$ cat src/rtl/maze_move_ctrl.sv
// maze_move_ctrl: game-flow controller for the player block.
// Turns raw controller button levels into single-cycle move/action strobes
// with auto-repeat, runs the round state machine (IDLE/PLAY/DEAD/OVER/WIN),
// tracks lives and pulses the player-block reset on spawn and respawn.
//
// Ports:
//   clk, reset                 system clock, synchronous active-high reset
//   left, up, down, right      raw direction button levels
//   press_A                    raw A button level
//   frame_tick                 one-cycle pulse per video frame
//   lava_hit, goal_hit         hit flags from the cell detectors (levels)
//   mv_left/up/down/right, mv_A  single-cycle strobes to the player block
//   player_rst                 one-cycle spawn reset to the player block
//   gameover, win              high in OVER / WIN
//   lives                      remaining lives
//   state                      IDLE=0, PLAY=1, DEAD=2, OVER=3, WIN=4
module maze_move_ctrl #(
  parameter int unsigned REPEAT_DELAY = 20,
  parameter int unsigned REPEAT_RATE  = 8,
  parameter int unsigned LIVES        = 3,
  parameter int unsigned DEAD_FRAMES  = 30
) (
  input  logic       clk,
  input  logic       reset,
  input  logic       left,
  input  logic       up,
  input  logic       down,
  input  logic       right,
  input  logic       press_A,
  input  logic       frame_tick,
  input  logic       lava_hit,
  input  logic       goal_hit,
  output logic       mv_left,
  output logic       mv_up,
  output logic       mv_down,
  output logic       mv_right,
  output logic       mv_A,
  output logic       player_rst,
  output logic       gameover,
  output logic       win,
  output logic [2:0] lives,
  output logic [2:0] state
);

  localparam int unsigned REP_MAX = (REPEAT_DELAY > REPEAT_RATE) ? REPEAT_DELAY : REPEAT_RATE;
  localparam int unsigned REP_W   = (REP_MAX < 2) ? 1 : $clog2(REP_MAX + 1);
  localparam int unsigned DEAD_W  = (DEAD_FRAMES < 2) ? 1 : $clog2(DEAD_FRAMES + 1);

  typedef enum logic [2:0] {
    S_IDLE = 3'd0,
    S_PLAY = 3'd1,
    S_DEAD = 3'd2,
    S_OVER = 3'd3,
    S_WIN  = 3'd4
  } state_t;

  state_t            r_state;
  logic [2:0]        r_lives;
  logic [DEAD_W-1:0] r_dead_cnt;
  logic [REP_W-1:0]  r_rep_cnt;
  logic              r_armed;
  logic [3:0]        r_prev_dir;
  logic              r_prev_a;
  logic [3:0]        r_mv;
  logic              r_mv_a;
  logic              r_player_rst;
  logic              r_gameover;
  logic              r_win;

  // Direction decode: bit0 left, bit1 up, bit2 down, bit3 right
  logic [3:0] w_dir_raw;
  logic       w_dir_valid;
  logic [3:0] w_dir;
  logic       w_dir_new;
  logic       w_in_play;
  logic       w_rep_due;
  logic       w_rep_fire;
  logic       w_dir_fire;
  logic       w_a_rise;
  logic       w_a_fire;

  assign w_dir_raw   = {right, down, up, left};
  assign w_dir_valid = $onehot(w_dir_raw);
  assign w_dir       = w_dir_valid ? w_dir_raw : 4'b0000;
  assign w_dir_new   = w_dir_valid && (w_dir != r_prev_dir);
  assign w_in_play   = (r_state == S_PLAY);

  // The tick that takes the counter from 1 to 0 is the one that fires
  assign w_rep_due   = (r_rep_cnt <= REP_W'(1));
  assign w_rep_fire  = w_dir_valid && !w_dir_new && r_armed && frame_tick && w_rep_due;
  assign w_dir_fire  = w_in_play && (w_dir_new || w_rep_fire);

  assign w_a_rise    = press_A && !r_prev_a;
  assign w_a_fire    = w_in_play && w_a_rise && (w_dir_raw == 4'b0000);

  // Button tracking, auto-repeat and round state machine
  always_ff @(posedge clk) begin
    if (reset) begin
      r_state      <= S_IDLE;
      r_lives      <= 3'(LIVES);
      r_dead_cnt   <= '0;
      r_rep_cnt    <= '0;
      r_armed      <= 1'b0;
      r_prev_dir   <= 4'b0000;
      r_prev_a     <= 1'b0;
      r_mv         <= 4'b0000;
      r_mv_a       <= 1'b0;
      r_player_rst <= 1'b0;
      r_gameover   <= 1'b0;
      r_win        <= 1'b0;
    end else begin
      r_prev_dir   <= w_dir;
      r_prev_a     <= press_A;
      r_player_rst <= 1'b0;

      // Repeat only runs for a press that was seen in PLAY, so a button held
      // across a spawn stays silent until it is released and pressed again
      if (!w_dir_valid) begin
        r_rep_cnt <= '0;
        r_armed   <= 1'b0;
      end else if (w_dir_new) begin
        r_rep_cnt <= REP_W'(REPEAT_DELAY);
        r_armed   <= w_in_play;
      end else if (!w_in_play) begin
        r_armed   <= 1'b0;
      end else if (frame_tick && r_armed) begin
        if (w_rep_due) r_rep_cnt <= REP_W'(REPEAT_RATE);
        else           r_rep_cnt <= r_rep_cnt - REP_W'(1);
      end

      r_mv   <= w_dir_fire ? w_dir : 4'b0000;
      r_mv_a <= w_a_fire;

      case (r_state)
        S_IDLE: begin
          if (w_a_rise) begin
            r_state      <= S_PLAY;
            r_lives      <= 3'(LIVES);
            r_player_rst <= 1'b1;
          end
        end
        S_PLAY: begin
          // Lava wins over a simultaneous goal
          if (lava_hit) begin
            if (r_lives <= 3'd1) begin
              r_lives    <= 3'd0;
              r_state    <= S_OVER;
              r_gameover <= 1'b1;
            end else begin
              r_lives    <= r_lives - 3'd1;
              r_state    <= S_DEAD;
              r_dead_cnt <= DEAD_W'(DEAD_FRAMES);
            end
          end else if (goal_hit) begin
            r_state <= S_WIN;
            r_win   <= 1'b1;
          end
        end
        S_DEAD: begin
          if (frame_tick) begin
            if (r_dead_cnt <= DEAD_W'(1)) begin
              r_dead_cnt   <= '0;
              r_state      <= S_PLAY;
              r_player_rst <= 1'b1;
            end else begin
              r_dead_cnt <= r_dead_cnt - DEAD_W'(1);
            end
          end
        end
        S_OVER, S_WIN: begin
          if (w_a_rise) begin
            r_state    <= S_IDLE;
            r_lives    <= 3'(LIVES);
            r_gameover <= 1'b0;
            r_win      <= 1'b0;
          end
        end
        default: begin
          r_state    <= S_IDLE;
          r_lives    <= 3'(LIVES);
          r_gameover <= 1'b0;
          r_win      <= 1'b0;
        end
      endcase
    end
  end

  assign mv_left    = r_mv[0];
  assign mv_up      = r_mv[1];
  assign mv_down    = r_mv[2];
  assign mv_right   = r_mv[3];
  assign mv_A       = r_mv_a;
  assign player_rst = r_player_rst;
  assign gameover   = r_gameover;
  assign win        = r_win;
  assign lives      = r_lives;
  assign state      = r_state;

endmodule

$ cat config.mk
export PLATFORM = sky130hd
export DESIGN_NAME = maze_move_ctrl
export DESIGN_NICKNAME = d
export VERILOG_FILES = /design/src/rtl/maze_move_ctrl.sv
export SDC_FILE = /design/constraint.sdc
export NUM_CORES = 1
export LEC_CHECK = 0
export CAP_MARGIN = 20
export CORE_ASPECT_RATIO = 0.75
export CORE_UTILIZATION = 45
export DETAILED_ROUTE_END_ITERATION = 8
export PLACE_DENSITY_LB_ADDON = 0.08
export SLEW_MARGIN = 30
export SYNTH_ARGS = -nofsm -noshare
export SYNTH_HDL_FRONTEND = slang
export SYNTH_SLANG_ARGS = --single-unit
$ cat constraint.sdc
create_clock -name clk -period 2.6 [get_ports clk]
set_clock_uncertainty 0.2 [all_clocks]
set_input_delay 0.52 -clock clk [delete_from_list [all_inputs] [get_ports clk]]
set_output_delay 0.52 -clock clk [all_outputs]
set_load 0.03 [all_outputs]
==> summary.txt, run 1 <==
Yosys
  • Share of synthesized registers carrying an async set or reset: 0
  • Cell variety after synth: 54
  • Gate count after technology mapping: around 200
  • Biggest area consumer among synthesized cells: sky130_fd_sc_hd__dfxtp_1
  • Post-Syn Area per Cell: 8.746 sq um
  • Cell types occupying the most area after synthesis: sky130_fd_sc_hd__dfxtp_1 (35%), sky130_fd_sc_hd__ha_1 (6.6%), sky130_fd_sc_hd__a21oi_1 (3.8%), sky130_fd_sc_hd__inv_1 (3.7%), sky130_fd_sc_hd__nand2_1 (3.3%)
  • Synthesized flop and latch total: 30
  • Synth Warn #: 0
  • Post-synthesis net count: 216
  • Count of flip-flops with a built-in enable after synthesis: 0
  • Area share of the largest cell type after synthesis: 0.3504
  • Most used flip-flop cell after synthesis: sky130_fd_sc_hd__dfxtp_1
  • Area of the mapped netlist: 0.001714 sq mm
  • Portion of the post-synthesis area used by sequential elements: 0.3504

Final layout
  • Number of antenna diodes: 0
  • Ratio of cells with drive above 1 in the final layout: 0.1966
  • Final standard cell count with taps included and fillers excluded: 286
  • Post-synthesis to final-layout area growth: 30.15%
  • # nets final: around 250

Placed design
  • Instance count after placement with tap cells included: around 280
  • Estimated wirelength of the detail-placed design: approximately 3200 microns
  • Buffers on Ports: 23
  • Placer's final routability congestion estimate: 0.8917
  • Worst slack, placed: -0.8676 ns

Power and ir drop
  • Switching share of power: 0.3600
  • Leak: roughly 0.89 nW
  • Part of the power in combinational logic: 0.361
  • Cell area power density: ~670 mW/mm^2
  • Total internal power: about 950 uW
  • Worst vdd rail ir drop: between 0.3 and 0.4 mV
  • Relative contribution of sequential cells to total power: 0.376
  • Net load switching power: roughly 530 uW
  • Clk pwr share: 0.263

Floorplan
  • Width of the die: between 70 and 80 microns
  • Placeable Area: around 0.0037 sq mm
  • Row count: 19
  • IO Pins: 24
  • Effective utilization at floorplan: 0.4682
  • Die outline height: 55.45 microns
  • Die Outline Area: between 0.004 and 0.005 sq mm

Drt
  • Routed length per placed instance: about 15 microns
  • Ratio of routed vias to standard cells: roughly 5.6
  • Total length of routed wires: between 4000 and 5000 microns
  • Count of routing violations after the opening detailed-route iteration: between 150 and 200
  • Post-route antenna net violation count: 0
  • Vias after detailed routing: around 1600
  • DRC Markers: 0
  • Detailed-router iteration count before antenna repair: 4

Clocking
  • Clock edge transition at the registers on the reported setup and hold paths: about 0.070 ns
  • CTS Sinks: 30
  • TritonCTS clock tree: built
  • Number of H-tree levels: 2
  • Number of buffers inserted during clock tree synthesis: 5
  • Clock root cell: sky130_fd_sc_hd__clkbuf_8
  • Largest buffer count on any clock path: 2
  • Clock latency on the worst-skew pair: 0.27 ns

STA
  • Tcrit/Tclk final: 1.059
  • F_max: ~360 MHz
  • Max transition margin: 0.6606
  • Final critical delay including setup and external delays: 2.753 ns
  • Actual transition at the worst max-transition pin: 0.4963 ns
  • Final hold viol count: 0
  • Final setup slack of the worst path: -0.1528 ns
  • Total negative slack for setup checks: -1.315 ns
  • Setup repair after global routing missed its margin: true
  • Slew Limit Fails: 0
  • # setup viols final: 10

GRT
  • Number of antenna violations at the first check in global routing: 0
  • Congestion Overflow GR: 0
  • Via count of the first global-routing pass: roughly 1500
  • GRT Resource Usage Total: 0.2355
  • Pin count of the biggest net entering global routing: 14
  • Wire length of the first global-routing pass: 7314 microns

Setup path
  • Kind of end point of the critical path: flip-flop
  • Critical path start-end classification: input pin to flip-flop
  • Worst Path Arrival: 2.77 ns
  • Element type at the critical path start: input pin
  • CP Max Fanout: 6
  • Worst endpoint required time: roughly 2.6 ns

Status
  • Violated checks: setup timing
  • Status: finished, violations left

Hold path
  • Hold Crit Class: flip-flop to flip-flop

Job
  • Number of max-capacitance violations reported: 0
[registers in the layout, summed over array words and instances, names as in the netlist, 3 cells and up]
signal      flops
r_rep_cnt       5
state           3
r_dead_cnt      5
r_mv            4
r_prev_dir      4
lives           3
[through the flow]
step	instance area, sq um	total power, mW	hold slack (ns)	utilization
finish	2231	1.485	0.2530	0.6094
global placement	2095	1.044	0.2397	0.5721
detailed placement	2095	1.060	0.2439	0.5721
global route	2231	1.560	0.2772	0.6094
floorplan	1752	0.9063	0.2445	-
CTS	2218	1.467	0.2539	0.6059
[cell families after synthesis]
kind of cell,count (synthesis),synth area share
fa+ha+maj,10,0.07737
mux,2,0.01168
xor+xnor,4,0.02044
simple gates,74,0.2657
compound gates,52,0.2124
flops,30,0.3504
buf+inv,24,0.06204
[power by group through the flow]
stage / registers, mW / clock network [mW] / logic [mW]
6_report: 0.558 / 0.391 / 0.536
5_1_grt: 0.567 / 0.408 / 0.585
4_1_cts: 0.557 / 0.392 / 0.518
3_5_place_dp: 0.567 / 0 / 0.493
3_3_place_gp: 0.565 / 0 / 0.479
2_1_floorplan: 0.583 / 0 / 0.323
[cell usage after synthesis (all sizes together) (2+ instances only)]
cell type  count
nor2          15
buf            6
a21oi         13
o21ai          6
nor3b          3
nor3           8
a211oi         4
xor2           4
o21a           4
o2111ai        3
inv           17
a31oi          3
nor2b          3
or3            4
nand2         15
o211ai         2
mux2i          2
nor4           4
dfxtp         30
o211a          3
o31ai          2
nand3          4
nand3b         2
nand2b         2
nand4          3
a21boi         3
and4bb         4
ha             9
[final timing paths]
path            start            to  slack [ns]  cells past startpoint
max reg2reg  state[1]      state[0]        0.54                      4
min reg2reg       win           win        0.25                      2
max                up  r_rep_cnt[0]       -0.15                     11
min               win           win        0.25                      2
[worst max-delay path, stage by stage]
cell                       delay (ns)
sky130_fd_sc_hd__buf_2           0.10
sky130_fd_sc_hd__inv_2           0.05
sky130_fd_sc_hd__fa_1            0.49
sky130_fd_sc_hd__inv_1           0.05
sky130_fd_sc_hd__ha_2            0.17
sky130_fd_sc_hd__ha_4            0.29
sky130_fd_sc_hd__and4bb_2        0.27
sky130_fd_sc_hd__xor2_2          0.19
sky130_fd_sc_hd__nor4_4          0.32
sky130_fd_sc_hd__buf_6           0.17
sky130_fd_sc_hd__o211a_1         0.15
[cells in the final DEF (no fill, tap or decap), types with 2 or more instances in the layout]
| cell type | count |
|---|---|
| sky130_fd_sc_hd__o21a_1 | 4 |
| sky130_fd_sc_hd__inv_2 | 2 |
| sky130_fd_sc_hd__nand3b_1 | 2 |
| sky130_fd_sc_hd__clkbuf_8 | 6 |
| sky130_fd_sc_hd__nand2_1 | 15 |
| sky130_fd_sc_hd__o211ai_1 | 2 |
| sky130_fd_sc_hd__a31oi_1 | 3 |
| sky130_fd_sc_hd__buf_2 | 2 |
| sky130_fd_sc_hd__nor2_2 | 2 |
| sky130_fd_sc_hd__nand4_1 | 3 |
| sky130_fd_sc_hd__mux2i_1 | 2 |
| sky130_fd_sc_hd__xor2_2 | 2 |
| sky130_fd_sc_hd__nand2b_1 | 2 |
| sky130_fd_sc_hd__a21boi_0 | 2 |
| sky130_fd_sc_hd__a21oi_2 | 4 |
| sky130_fd_sc_hd__or3_1 | 4 |
| sky130_fd_sc_hd__nor2_1 | 13 |
| sky130_fd_sc_hd__dfxtp_1 | 30 |
| sky130_fd_sc_hd__inv_1 | 14 |
| sky130_fd_sc_hd__o21ai_0 | 6 |
| sky130_fd_sc_hd__a21oi_1 | 9 |
| sky130_fd_sc_hd__o211a_1 | 3 |
| sky130_fd_sc_hd__nor3_1 | 8 |
| sky130_fd_sc_hd__and4bb_2 | 3 |
| sky130_fd_sc_hd__o31ai_1 | 2 |
| sky130_fd_sc_hd__clkdlybuf4s50_1 | 20 |
| sky130_fd_sc_hd__nand3_1 | 4 |
| sky130_fd_sc_hd__nor4_1 | 2 |
| sky130_fd_sc_hd__o2111ai_1 | 3 |
| sky130_fd_sc_hd__buf_6 | 2 |
| sky130_fd_sc_hd__buf_4 | 12 |
| sky130_fd_sc_hd__ha_1 | 7 |
| sky130_fd_sc_hd__xor2_1 | 2 |
| sky130_fd_sc_hd__a211oi_1 | 4 |
| sky130_fd_sc_hd__nor2b_1 | 3 |
[layout make-up]
class,instances,area (sq um)
clock buffers,7,86.33
flip-flops and latches,30,600.6
well taps,52,65.06
fillers,323,1430
clock inverters,1,5.005
repair buffers,37,342.8
multi-input cells,142,1055
inverters,17,76.32
[per-layer routing]
metal,part of all wire,wire [microns],vias to the layer above,global-route usage
li1,-,-,789,-
met1,0.51,2246,741,0.3460
met2,0.43,1881,63,0.3426
met3,0.055,240,2,0.05474
met4,0.0036,16,0,0.06443
met5,0,0,-,0
[what timing repair did]
action / CTS / global route
hold buffers: 0 / 0
setup endpoints to repair: 14 / 10
gates cloned: 1 / 0
pin swaps: 9 / 9
setup buffers: 2 / 0
resized for setup: 18 / 6
(Power assumes the default switching activity.)
==> run 2: changes to the inputs <==
--- a/config.mk
+++ b/config.mk
@@ -6,7 +6,6 @@
 export NUM_CORES = 1
 export LEC_CHECK = 0
 export CAP_MARGIN = 20
-export CORE_ASPECT_RATIO = 0.75
 export CORE_UTILIZATION = 45
 export DETAILED_ROUTE_END_ITERATION = 8
 export PLACE_DENSITY_LB_ADDON = 0.08
==> summary.txt, run 2 (synthesis results as in run 1) <==
Hold path
  • Hold Crit Class: flip-flop to flip-flop

Clocking
  • TritonCTS clock tree: built
  • Largest buffer count on any clock path: 2
  • Post-CTS Hold Fix Bufs: 0
  • Clock edge transition at the registers on the reported setup and hold paths: 0.07 ns
  • Number of H-tree levels: 2
  • CTS Sinks: 30
  • Clock latency on the worst-skew pair: 0.28 ns
  • Clock root cell: sky130_fd_sc_hd__clkbuf_8
  • Number of buffers inserted during clock tree synthesis: 5

Drt
  • DRC Markers: 0
  • Count of routing violations after the opening detailed-route iteration: 91
  • Detailed-router iteration count before antenna repair: 4
  • Total length of routed wires: roughly 4200 microns
  • Routed length per placed instance: ~15 microns
  • Vias after detailed routing: 1593
  • Post-route antenna net violation count: 0
  • Ratio of routed vias to standard cells: ~5.6

GRT
  • Most congested layer reported by global routing: met2
  • Met2 track demand over resource in global routing: 0.3870
  • Wire length of the first global-routing pass: around 7000 microns
  • Grt met1 use: 0.2659
  • Congestion Overflow GR: 0
  • Number of antenna violations at the first check in global routing: 0
  • Via count of the first global-routing pass: roughly 1600
  • Met3 Use GR: 0.05254
  • GRT Resource Usage Total: 0.2291
  • Pin count of the biggest net entering global routing: 14

Placed design
  • Buffers on Ports: 23
  • Worst slack, placed: -0.9020 ns
  • Estimated wirelength of the detail-placed design: just over 3000 microns
  • Placer's final routability congestion estimate: between 0.8 and 0.9

Final layout
  • Number of antenna diodes: 0
  • Post-synthesis to final-layout area growth: 34.67%
  • Most common cell after layout, fill and taps aside: sky130_fd_sc_hd__dfxtp_1
  • Ratio of cells with drive above 1 in the final layout: 0.2119
  • Largest registers ranked by flip-flop count: r_dead_cnt: 5 flops, r_rep_cnt: 5 flops
  • Most frequent cells in the layout: sky130_fd_sc_hd__dfxtp_1 (30), sky130_fd_sc_hd__clkdlybuf4s50_1 (20), sky130_fd_sc_hd__nand2_1 (15), sky130_fd_sc_hd__buf_4 (15)
  • # nets final: about 260

STA
  • F_max: around 370 MHz
  • Setup repair after global routing missed its margin: true
  • Worst hold slack: ~0.27 ns
  • Final hold viol count: 0
  • # setup viols final: 10
  • Max transition margin: 0.6551
  • Actual transition at the worst max-transition pin: approximately 0.5 ns
  • Final critical delay including setup and external delays: ~2.7 ns
  • Slew Limit Fails: 0
  • Tcrit/Tclk final: 1.032
  • Final setup slack of the worst path: -0.08209 ns

Floorplan
  • IO Pins: 24
  • Effective utilization at floorplan: 0.4682
  • Row count: 22
  • Die outline height: between 60 and 70 microns
  • Width of the die: ~64 microns
  • Die Outline Area: between 0.004 and 0.005 sq mm
  • Placeable Area: 0.003661 sq mm

Setup path
  • Critical path start-end classification: input pin to flip-flop
  • Worst endpoint required time: about 2.6 ns
  • Kind of end point of the critical path: flip-flop
  • Element type at the critical path start: input pin
  • Worst Path Arrival: 2.65 ns
  • CP Max Fanout: 5

Status
  • Status: finished, violations left
  • Violated checks: setup timing

Power and ir drop
  • Worst vdd rail ir drop: just over 0.6 mV
  • Cell area power density: 731.2 mW/mm^2
  • Leak: around 0.93 nW

Job
  • Number of max-capacitance violations reported: 0
run 2: cell types whose count changed in the layout (fill, tap and decap cells not counted), sizes merged:
cell,previous run,this run
buf,17,19
bufinv,0,2
clkbuf,7,6
clkinv,1,0
run 2: metal layers:
| metal | vias to the layer above | routed length [microns] |
|---|---|---|
| li1 | 790 | - |
| met3 | 8 | 139 |
| met2 | 41 | 2119 |
| met1 | 754 | 1879 |
| met5 | - | 0 |
| met4 | 0 | 95 |
run 2: per-stage QoR:
step           power (mW)  TNS [ns]  instances  utilization  instance area (sq um)
6_report            1.688   -0.5857        284       0.6306                   2308
4_1_cts             1.689    -1.380        284       0.6237                   2283
5_1_grt             1.779    -1.081        284       0.6306                   2308
2_1_floorplan      0.9063    -1.910        196            -                   1752
3_5_place_dp        1.062    -11.30        272       0.5707                   2090
3_3_place_gp        1.043    -10.26        272       0.5707                   2090
run 2: timing repair:
| item | in CTS | in global routing |
|---|---|---|
| pin swaps | 12 | 3 |
| resized for setup | 21 | 6 |
| setup buffers | 3 | 1 |
| gates cloned | 1 | 0 |
| endpoints found under the setup margin | 14 | 10 |
run 2: power breakdown:
part	switching [mW]	internal (mW)	total, mW
Combinational	0.299	0.239	0.538
Sequential	0.0550	0.502	0.557
Clock	0.184	0.409	0.592
run 2: layout make-up:
cell class                      count  area [sq um]
Sequential cell                    30         600.6
Tap cell                           48         60.06
Timing Repair Buffer               39         361.6
Multi-Input combinational cell    142          1065
Clock inverter                      2         60.06
Inverter                           17         78.83
Fill cell                         316          1353
Clock buffer                        6         82.58
run 2: worst paths after layout:
| kind | startpoint | end | slack [ns] | cells past startpoint |
|---|---|---|---|---|
| min reg2reg | win | win | 0.27 | 2 |
| max | right | r_mv[0] | -0.08 | 11 |
| max reg2reg | state[0] | r_dead_cnt[3] | 0.58 | 4 |
| min | win | win | 0.27 | 2 |
run 2: worst max-delay path, stage by stage:
cell and delay, ns:
sky130_fd_sc_hd__buf_8 0.08, sky130_fd_sc_hd__inv_4 0.03, sky130_fd_sc_hd__fa_1 0.54, sky130_fd_sc_hd__inv_2 0.05, sky130_fd_sc_hd__ha_4 0.15, sky130_fd_sc_hd__ha_4 0.27
sky130_fd_sc_hd__and4bb_2 0.24, sky130_fd_sc_hd__xor2_2 0.16, sky130_fd_sc_hd__nor4_4 0.33, sky130_fd_sc_hd__buf_4 0.21, sky130_fd_sc_hd__a21oi_2 0.06
